<file path="config.mk">
export PLATFORM = sky130hd
export DESIGN_NAME = fetch_unit_flat
export DESIGN_NICKNAME = d
export VERILOG_FILES = /design/src/rtl/fetch_unit_if.sv /design/src/rtl/fetch_unit.sv /design/src/flat_wrapper.sv
export SDC_FILE = /design/constraint.sdc
export NUM_CORES = 1
export LEC_CHECK = 0
export BUFFER_PORTS_ARGS = -buffer_cell sky130_fd_sc_hd__buf_2
export CAP_MARGIN = 5
export CELL_PAD_IN_SITES_DETAIL_PLACEMENT = 1
export CELL_PAD_IN_SITES_GLOBAL_PLACEMENT = 2
export CORE_MARGIN = 2
export CORE_UTILIZATION = 35
export DETAILED_ROUTE_END_ITERATION = 10
export PLACE_DENSITY = 0.87
export SLEW_MARGIN = 10
export SYNTH_ARGS = -nofsm -noshare
export SYNTH_HDL_FRONTEND = slang
export SYNTH_SLANG_ARGS = --single-unit
</file>
<file path="constraint.sdc">
create_clock -name clk -period 12.5 [get_ports clk]
set_clock_uncertainty 0.05 [all_clocks]
set_input_delay 0.625 -clock clk [delete_from_list [all_inputs] [get_ports clk]]
set_output_delay 0.625 -clock clk [all_outputs]
set_load 0.005 [all_outputs]
</file>
<file path="src/rtl/fetch_unit_if.sv">
// fetch_unit_if: instruction-memory request/response bus between the fetch stage and imem.
//   f_imem_req_o    - fetch request valid (driven by fetch)
//   f_imem_addr_o   - 4-byte aligned fetch address (driven by fetch)
//   f_imem_gnt_i    - request accepted when req & gnt (driven by memory)
//   f_imem_rvalid_i - in-order response valid (driven by memory)
//   f_imem_rdata_i  - response instruction word (driven by memory)
interface fetch_unit_if;
   logic        f_imem_req_o;
   logic [63:0] f_imem_addr_o;
   logic        f_imem_gnt_i;
   logic        f_imem_rvalid_i;
   logic [31:0] f_imem_rdata_i;
   modport master (output f_imem_req_o, f_imem_addr_o, input f_imem_gnt_i, f_imem_rvalid_i, f_imem_rdata_i);
   modport slave (input f_imem_req_o, f_imem_addr_o, output f_imem_gnt_i, f_imem_rvalid_i, f_imem_rdata_i);
endinterface

</file>
<file path="src/rtl/fetch_unit.sv">
// fetch_unit: RV64I fetch stage - owns the PC, issues imem fetches, buffers words, feeds decode.
//   clk, rst        - clock and asynchronous active-high reset
//   imem            - instruction-memory bus (fetch_unit_if.master)
//   f_valid_o/f_ready_i, f_instr_o, f_pc_o - instruction handoff to decode
//   f_branch_i/f_jump_jal_i/f_jump_jalr_i with f_pc_b_i/f_pc_jal_i/f_pc_jalr_i - redirects from decode
//   f_misalign_o    - one-cycle pulse after a redirect to a target with [1:0] != 0
module fetch_unit #(
   parameter logic [63:0] RESET_PC = 64'h0000_0000_8000_0000,
   parameter int          DEPTH    = 2
) (
   input  logic         clk,
   input  logic         rst,
   fetch_unit_if.master imem,
   output logic         f_valid_o,
   input  logic         f_ready_i,
   output logic [31:0]  f_instr_o,
   output logic [63:0]  f_pc_o,
   input  logic         f_branch_i,
   input  logic         f_jump_jal_i,
   input  logic         f_jump_jalr_i,
   input  logic [63:0]  f_pc_b_i,
   input  logic [63:0]  f_pc_jal_i,
   input  logic [63:0]  f_pc_jalr_i,
   output logic         f_misalign_o
);
   localparam int CW = $clog2(DEPTH + 1);
   localparam int PW = DEPTH > 1 ? $clog2(DEPTH) : 1;
   localparam logic [CW:0] LIM = DEPTH[CW:0];
   typedef logic [CW-1:0] cnt_t;
   typedef logic [PW-1:0] ptr_t;

   logic [63:0] pc_q, pc_d;
   cnt_t        out_cnt_q, out_cnt_d, drop_cnt_q, drop_cnt_d, cnt_q, cnt_d;
   ptr_t        rd_q, rd_d, wr_q, wr_d, prd_q, prd_d, pwr_q, pwr_d;
   logic        misalign_q, misalign_d;
   logic [31:0] instr_q [DEPTH];
   logic [63:0] ipc_q [DEPTH];
   logic [63:0] ppc_q [DEPTH];
   logic        pop, redir, req, gnt, rv, drop, push;
   logic [63:0] tgt;
   logic [CW:0] occ;

   function automatic ptr_t inc(ptr_t p);
      return (p == ptr_t'(DEPTH - 1)) ? '0 : p + 1'b1;
   endfunction

   assign f_valid_o          = cnt_q != '0;
   assign f_instr_o          = instr_q[rd_q];
   assign f_pc_o             = ipc_q[rd_q];
   assign f_misalign_o       = misalign_q;
   assign imem.f_imem_req_o  = req;
   assign imem.f_imem_addr_o = pc_q;

   always_comb begin
      pop        = f_valid_o & f_ready_i;
      redir      = pop & (f_branch_i | f_jump_jal_i | f_jump_jalr_i);
      tgt        = f_jump_jalr_i ? f_pc_jalr_i : f_jump_jal_i ? f_pc_jal_i : f_pc_b_i;
      // credit: in-flight plus buffered words may never exceed the buffer, counting this cycle's pop
      occ        = {1'b0, out_cnt_q} + {1'b0, cnt_q} - {{CW{1'b0}}, pop};
      req        = !rst & !redir & (occ < LIM);
      gnt        = req & imem.f_imem_gnt_i;
      rv         = imem.f_imem_rvalid_i;
      drop       = rv & (drop_cnt_q != '0);
      push       = rv & !drop & !redir;
      pc_d       = redir ? {tgt[63:2], 2'b00} : gnt ? pc_q + 64'd4 : pc_q;
      out_cnt_d  = out_cnt_q + cnt_t'(gnt) - cnt_t'(rv);
      // on redirect every still-outstanding response becomes wrong-path
      drop_cnt_d = redir ? drop_cnt_q + out_cnt_q + cnt_t'(gnt) - cnt_t'(rv) : drop_cnt_q - cnt_t'(drop);
      cnt_d      = redir ? '0 : cnt_q + cnt_t'(push) - cnt_t'(pop);
      rd_d       = redir ? wr_q : pop ? inc(rd_q) : rd_q;
      wr_d       = push ? inc(wr_q) : wr_q;
      pwr_d      = gnt ? inc(pwr_q) : pwr_q;
      prd_d      = rv ? inc(prd_q) : prd_q;
      misalign_d = redir & (tgt[1:0] != 2'b00);
   end

   always_ff @(posedge clk or posedge rst) begin
      if (rst) begin
         pc_q       <= RESET_PC;
         out_cnt_q  <= '0;
         drop_cnt_q <= '0;
         cnt_q      <= '0;
         rd_q       <= '0;
         wr_q       <= '0;
         prd_q      <= '0;
         pwr_q      <= '0;
         misalign_q <= 1'b0;
         for (int i = 0; i < DEPTH; i++) begin
            instr_q[i] <= '0;
            ipc_q[i]   <= '0;
            ppc_q[i]   <= '0;
         end
      end else begin
         pc_q       <= pc_d;
         out_cnt_q  <= out_cnt_d;
         drop_cnt_q <= drop_cnt_d;
         cnt_q      <= cnt_d;
         rd_q       <= rd_d;
         wr_q       <= wr_d;
         prd_q      <= prd_d;
         pwr_q      <= pwr_d;
         misalign_q <= misalign_d;
         if (gnt) ppc_q[pwr_q] <= pc_q;
         if (push) begin
            instr_q[wr_q] <= imem.f_imem_rdata_i;
            ipc_q[wr_q]   <= ppc_q[prd_q];
         end
      end
   end
endmodule

</file>
<file path="src/flat_wrapper.sv">
// flat-port wrapper written by rule: the top's interface ports become plain ports
module fetch_unit_flat 
#(
   parameter logic [63:0] RESET_PC = 64'h0000_0000_8000_0000,
   parameter int          DEPTH    = 2
)
  (clk, rst, f_valid_o, f_ready_i, f_instr_o, f_pc_o, f_branch_i, f_jump_jal_i, f_jump_jalr_i, f_pc_b_i, f_pc_jal_i, f_pc_jalr_i, f_misalign_o, imem_f_imem_req_o, imem_f_imem_addr_o, imem_f_imem_gnt_i, imem_f_imem_rvalid_i, imem_f_imem_rdata_i);
  fetch_unit_if imem_i ();
  input  logic clk;
  input  logic rst;
  output logic f_valid_o;
  input  logic f_ready_i;
  output logic [31:0] f_instr_o;
  output logic [63:0] f_pc_o;
  input  logic f_branch_i;
  input  logic f_jump_jal_i;
  input  logic f_jump_jalr_i;
  input  logic [63:0] f_pc_b_i;
  input  logic [63:0] f_pc_jal_i;
  input  logic [63:0] f_pc_jalr_i;
  output logic f_misalign_o;
  output wire logic [$bits(imem_i.f_imem_req_o)-1:0] imem_f_imem_req_o;
  output wire logic [$bits(imem_i.f_imem_addr_o)-1:0] imem_f_imem_addr_o;
  input wire logic [$bits(imem_i.f_imem_gnt_i)-1:0] imem_f_imem_gnt_i;
  input wire logic [$bits(imem_i.f_imem_rvalid_i)-1:0] imem_f_imem_rvalid_i;
  input wire logic [$bits(imem_i.f_imem_rdata_i)-1:0] imem_f_imem_rdata_i;
  assign imem_f_imem_req_o = imem_i.f_imem_req_o;
  assign imem_f_imem_addr_o = imem_i.f_imem_addr_o;
  assign imem_i.f_imem_gnt_i = imem_f_imem_gnt_i;
  assign imem_i.f_imem_rvalid_i = imem_f_imem_rvalid_i;
  assign imem_i.f_imem_rdata_i = imem_f_imem_rdata_i;
  fetch_unit #(.RESET_PC(RESET_PC), .DEPTH(DEPTH)) u_core (.clk(clk), .rst(rst), .imem(imem_i), .f_valid_o(f_valid_o), .f_ready_i(f_ready_i), .f_instr_o(f_instr_o), .f_pc_o(f_pc_o), .f_branch_i(f_branch_i), .f_jump_jal_i(f_jump_jal_i), .f_jump_jalr_i(f_jump_jalr_i), .f_pc_b_i(f_pc_b_i), .f_pc_jal_i(f_pc_jal_i), .f_pc_jalr_i(f_pc_jalr_i), .f_misalign_o(f_misalign_o));
endmodule
</file>
==> results by stage <==
Outcome:
- The run finished with clean final reports.

Synthesis:
- For this run, the number of Yosys warnings is 0.
- The leading area contributor after synthesis is dfrtp_1.
- After synthesis, the cell types taking the most area are dfrtp_1, mux2_2, mux2i_1.
- The flip-flop and latch count after synthesis is 385.
- Yosys mapped the design onto 47 distinct sky130hd cell types.
- The synthesized area divided by synthesized cell count is 11.4 µm².
- For this run, the leading register cell type out of synthesis is dfrtp_1.
- The share of synthesized area occupied by flip-flops and latches is 52.0%.
- The number of flops mapped to enable cells by yosys is 0.
- After synthesis, the largest area contributor takes up 51.8% of total cell area.
- After synthesis, the share of flip-flops with an asynchronous set or reset is 100%.
- After technology mapping, the gate count stands at 1,621.
- In the post-synthesis netlist, the cell with the most instances is dfrtp_1.
- By count the netlist is led by dfrtp_1, mux2_2, nor2_1, a21oi_1, mux2i_1.
- The post-synthesis cell area is 18,500 µm².

Route:
- The routed layout has 13,600 vias.
- The detail route stage leaves a number of antenna-violating nets equal to 0.
- The routed via count divided by cell count is 5.08.
- The violation count after the first detailed-route iteration is 668.
- The number of remaining DRC errors is 0.
- The pre-antenna-repair detailed-routing pass consisted of 4 iterations.
- After detailed routing, the average wire length per cell comes to 20.5 µm.
- The detailed-route wire length is 55,200 µm.

CTS:
- The root buffer cell is clkbuf_16.
- TritonCTS built the clock tree.
- The clock transition at the register clock pins on the worst setup and hold paths after CTS is 60 ps.
- The H-tree depth is 2.
- For this design, the sink count on the clock tree is 385.
- The post-cts gate resize count is 0.
- The longest clock path from root to sink contains 3 buffers.
- For the worst-skew pair, the clock arrives at the later sink with an insertion delay of 580 ps.
- In this run the post-CTS setup repair buffer count came out at 0.
- TritonCTS created 44 clock buffers.
- The number of hold buffers added after CTS was 0.

Min path:
- In this run the worst hold path is classified as in -> async.

STA:
- Setup repair after global routing left no endpoint under its margin.
- The final period utilization is 34.4%.
- The relative max-transition margin is 30.2%.
- Hold is met by 235 ps.
- The count of endpoints failing hold in the final timing report is 0.
- Adding up every negative setup slack in the final design gives 0 ps.
- Static timing analysis puts the maximum clock frequency at 233 MHz.
- The smallest clock period supported by the final layout is computed as 4290 ps.
- Setup violations remaining at the end of the flow were counted as 0.
- The max-slew violation count was 0.
- At the pin with the least slew margin, the transition time is 1050 ps.

Worst setup path:
- Setup slack on the worst reg-to-reg path comes out at 8210 ps.
- On the worst path, the slowest cell contributes a delay of 730 ps.
- The end of the worst register-to-register path is u_core.ppc_q[78]$_DFFE_PP0P_.
- Traced cell by cell, the critical path runs through inv_1 -> nand2_1 -> nand2_1 -> inv_1 -> ha_1 -> nand2b_1 -> fa_1 -> nand3b_1 -> a211oi_4 -> and2b_2 -> buf_4 -> mux2_2.
- The path depth of the worst reg2reg path is 12.
- In this run the critical register-to-register path is launched from u_core.cnt_q[1]$_DFF_PP0_.
- STA classifies the critical path endpoint as a flop.
- The maximum fanout count along the critical path is 62.
- The critical setup path kind is reg -> reg.
- The data required time of the worst path is 12,900 ps.
- The largest individual stage delay along the critical path comes from the cell buf_4.
- STA classifies the critical path startpoint as a flop.
- The critical path data arrival time is 4700 ps.

Global routing:
- The all-layer global routing usage is 19.9%.
- The maximum number of pins on one net before global-route repair is 168.
- The initial antenna violation count was 1.
- Summed over all layers, the global routing overflow is 0.
- The number of global-route vias before repair was 14,600.
- The first global-routing pass estimated 84,400 µm of wire.

Cells and area:
- The final net count is 2,204.
- Compared with the post-synthesis result, the final layout area differs by 21.3%.
- The share of post-route cells with drive strength above 1 is 38.8%.

Floorplan:
- The I/O pin total is 395.
- The horizontal extent of the die is 234 µm.
- The die area is 54,800 µm².
- The number of core rows is 84.
- The total core area is 52,400 µm².
- The die boundary height is 234 µm.
- Once the floorplan was initialized, standard cells occupied 35.3% of the core.

Power:
- In this run the power density over the cells is 266 nW/µm².
- The maximum ir drop on the vdd rail is 0.000108 V.
- The leakage power of the design is 10.2 nW.

Placed design:
- The detailed-placement wirelength estimate is 38,500 µm.
- At the end of routability-driven placement, the weighted congestion stood at 0.810.
- The total of buffers placed on input and output ports is 390.

Job:
- Max-cap violations in this run came to 0.
[cell type report]
class	count	area [µm²]
inverter	21	86.3
fill	5767	30000
clock buffer	61	1270
sequential	385	9640
clock inverter	20	264
antenna	1	2.50
timing repair buffer	401	2050
tap	688	861
multi-input combinational	1108	8310
[cell usage in the layout (no fill, tap or decap), types with 23 or more instances in the layout]
cell       synthesis  layout
buf_2             29     388
dfrtp_1          384     382
mux2_2           274     274
nor2_1           148     147
mux2i_1          125     125
a21oi_1          125     125
nand2_1          103     101
o21ai_0           73      73
a211oi_1          60      60
xnor2_1           48      48
clkbuf_16          0      44
nand4_1           23      23
[where the power goes]
group / internal (W) / switching (W) / leakage [nW]
registers: 0.00185 / 0.000579 / 4.65
logic: 0.00110 / 0.00110 / 4.81
clock network: 0.000821 / 0.000538 / 0.760
[registers in the layout, summed over array words and instances, names as in the netlist]
name	flops
u_core.drop_cnt_q	2
u_core.ipc_q	124
u_core.f_misalign_o	1
u_core.ppc_q	124
u_core.rd_q	1
u_core.cnt_q	2
u_core.prd_q	1
u_core.out_cnt_q	2
u_core.wr_q	1
u_core.imem.f_imem_addr_o	62
u_core.pwr_q	1
u_core.instr_q	64
[metal layers]
| metal | GRT usage [%] | routed length, µm | vias to the layer above |
|---|---|---|---|
| li1 | - | - | 6403 |
| met5 | 0 | 0 | - |
| met2 | 32.3 | 25800 | 334 |
| met4 | 6.27 | 1630 | 0 |
| met1 | 27.2 | 24700 | 6811 |
| met3 | 3.26 | 3060 | 82 |
[worst max-delay path by stage]
stage                                   start                             to  cells after the start
finish              u_core.cnt_q[1]$_DFF_PP0_   u_core.ppc_q[78]$_DFFE_PP0P_                     12
global route        u_core.cnt_q[1]$_DFF_PP0_   u_core.ppc_q[79]$_DFFE_PP0P_                     12
CTS                 u_core.cnt_q[1]$_DFF_PP0_   u_core.ppc_q[67]$_DFFE_PP0P_                     12
detailed placement                  f_ready_i   u_core.ppc_q[67]$_DFFE_PP0P_                     11
global placement                    f_ready_i  u_core.ppc_q[116]$_DFFE_PP0P_                     11
floorplan                                 rst      u_core.cnt_q[0]$_DFF_PP0_                      1
[critical path: cells and delay by family, from the launching register on]
family                   cells  cell delay, ps
buffers and inverters        3            1000
AND/OR/NAND/NOR              5             850
adder cells (fa/ha/maj)      2             820
AO/OA/AOI/OAI                1             620
multiplexers                 1             430
flip-flops                   1             370
[stage by stage]
step / util, % / power [W] / instance area [µm²] / worst slack, ps / std cells
final: 42.9 / 0.00599 / 22500 / 8210 / 2685
after global routing: 42.9 / 0.00641 / 22500 / 7960 / 2685
after CTS: 42.9 / 0.00607 / 22500 / 8190 / 2684
after detailed placement: 39.9 / 0.00467 / 21000 / 8040 / 2603
after global placement: 39.9 / 0.00453 / 21000 / 8180 / 2603
after floorplan: - / 0.00368 / 18500 / 1130 / 1624
[kinds of logic (layout without fill, tap and decap cells)]
kind of cell | after synthesis | in the layout | synth area share, %
xor gates and xnor gates | 70 | 70 | 3.31
adders and majority gates | 11 | 11 | 0.824
and+or+nand+nor | 359 | 359 | 8.91
muxes | 399 | 399 | 23.4
DFF | 385 | 385 | 52.0
AOI/OAI and AO/OA | 265 | 265 | 8.12
buffers and inverters | 131 | 503 | 3.44
other | 1 | 5 | 0.0202
(Power assumes the default switching activity.)
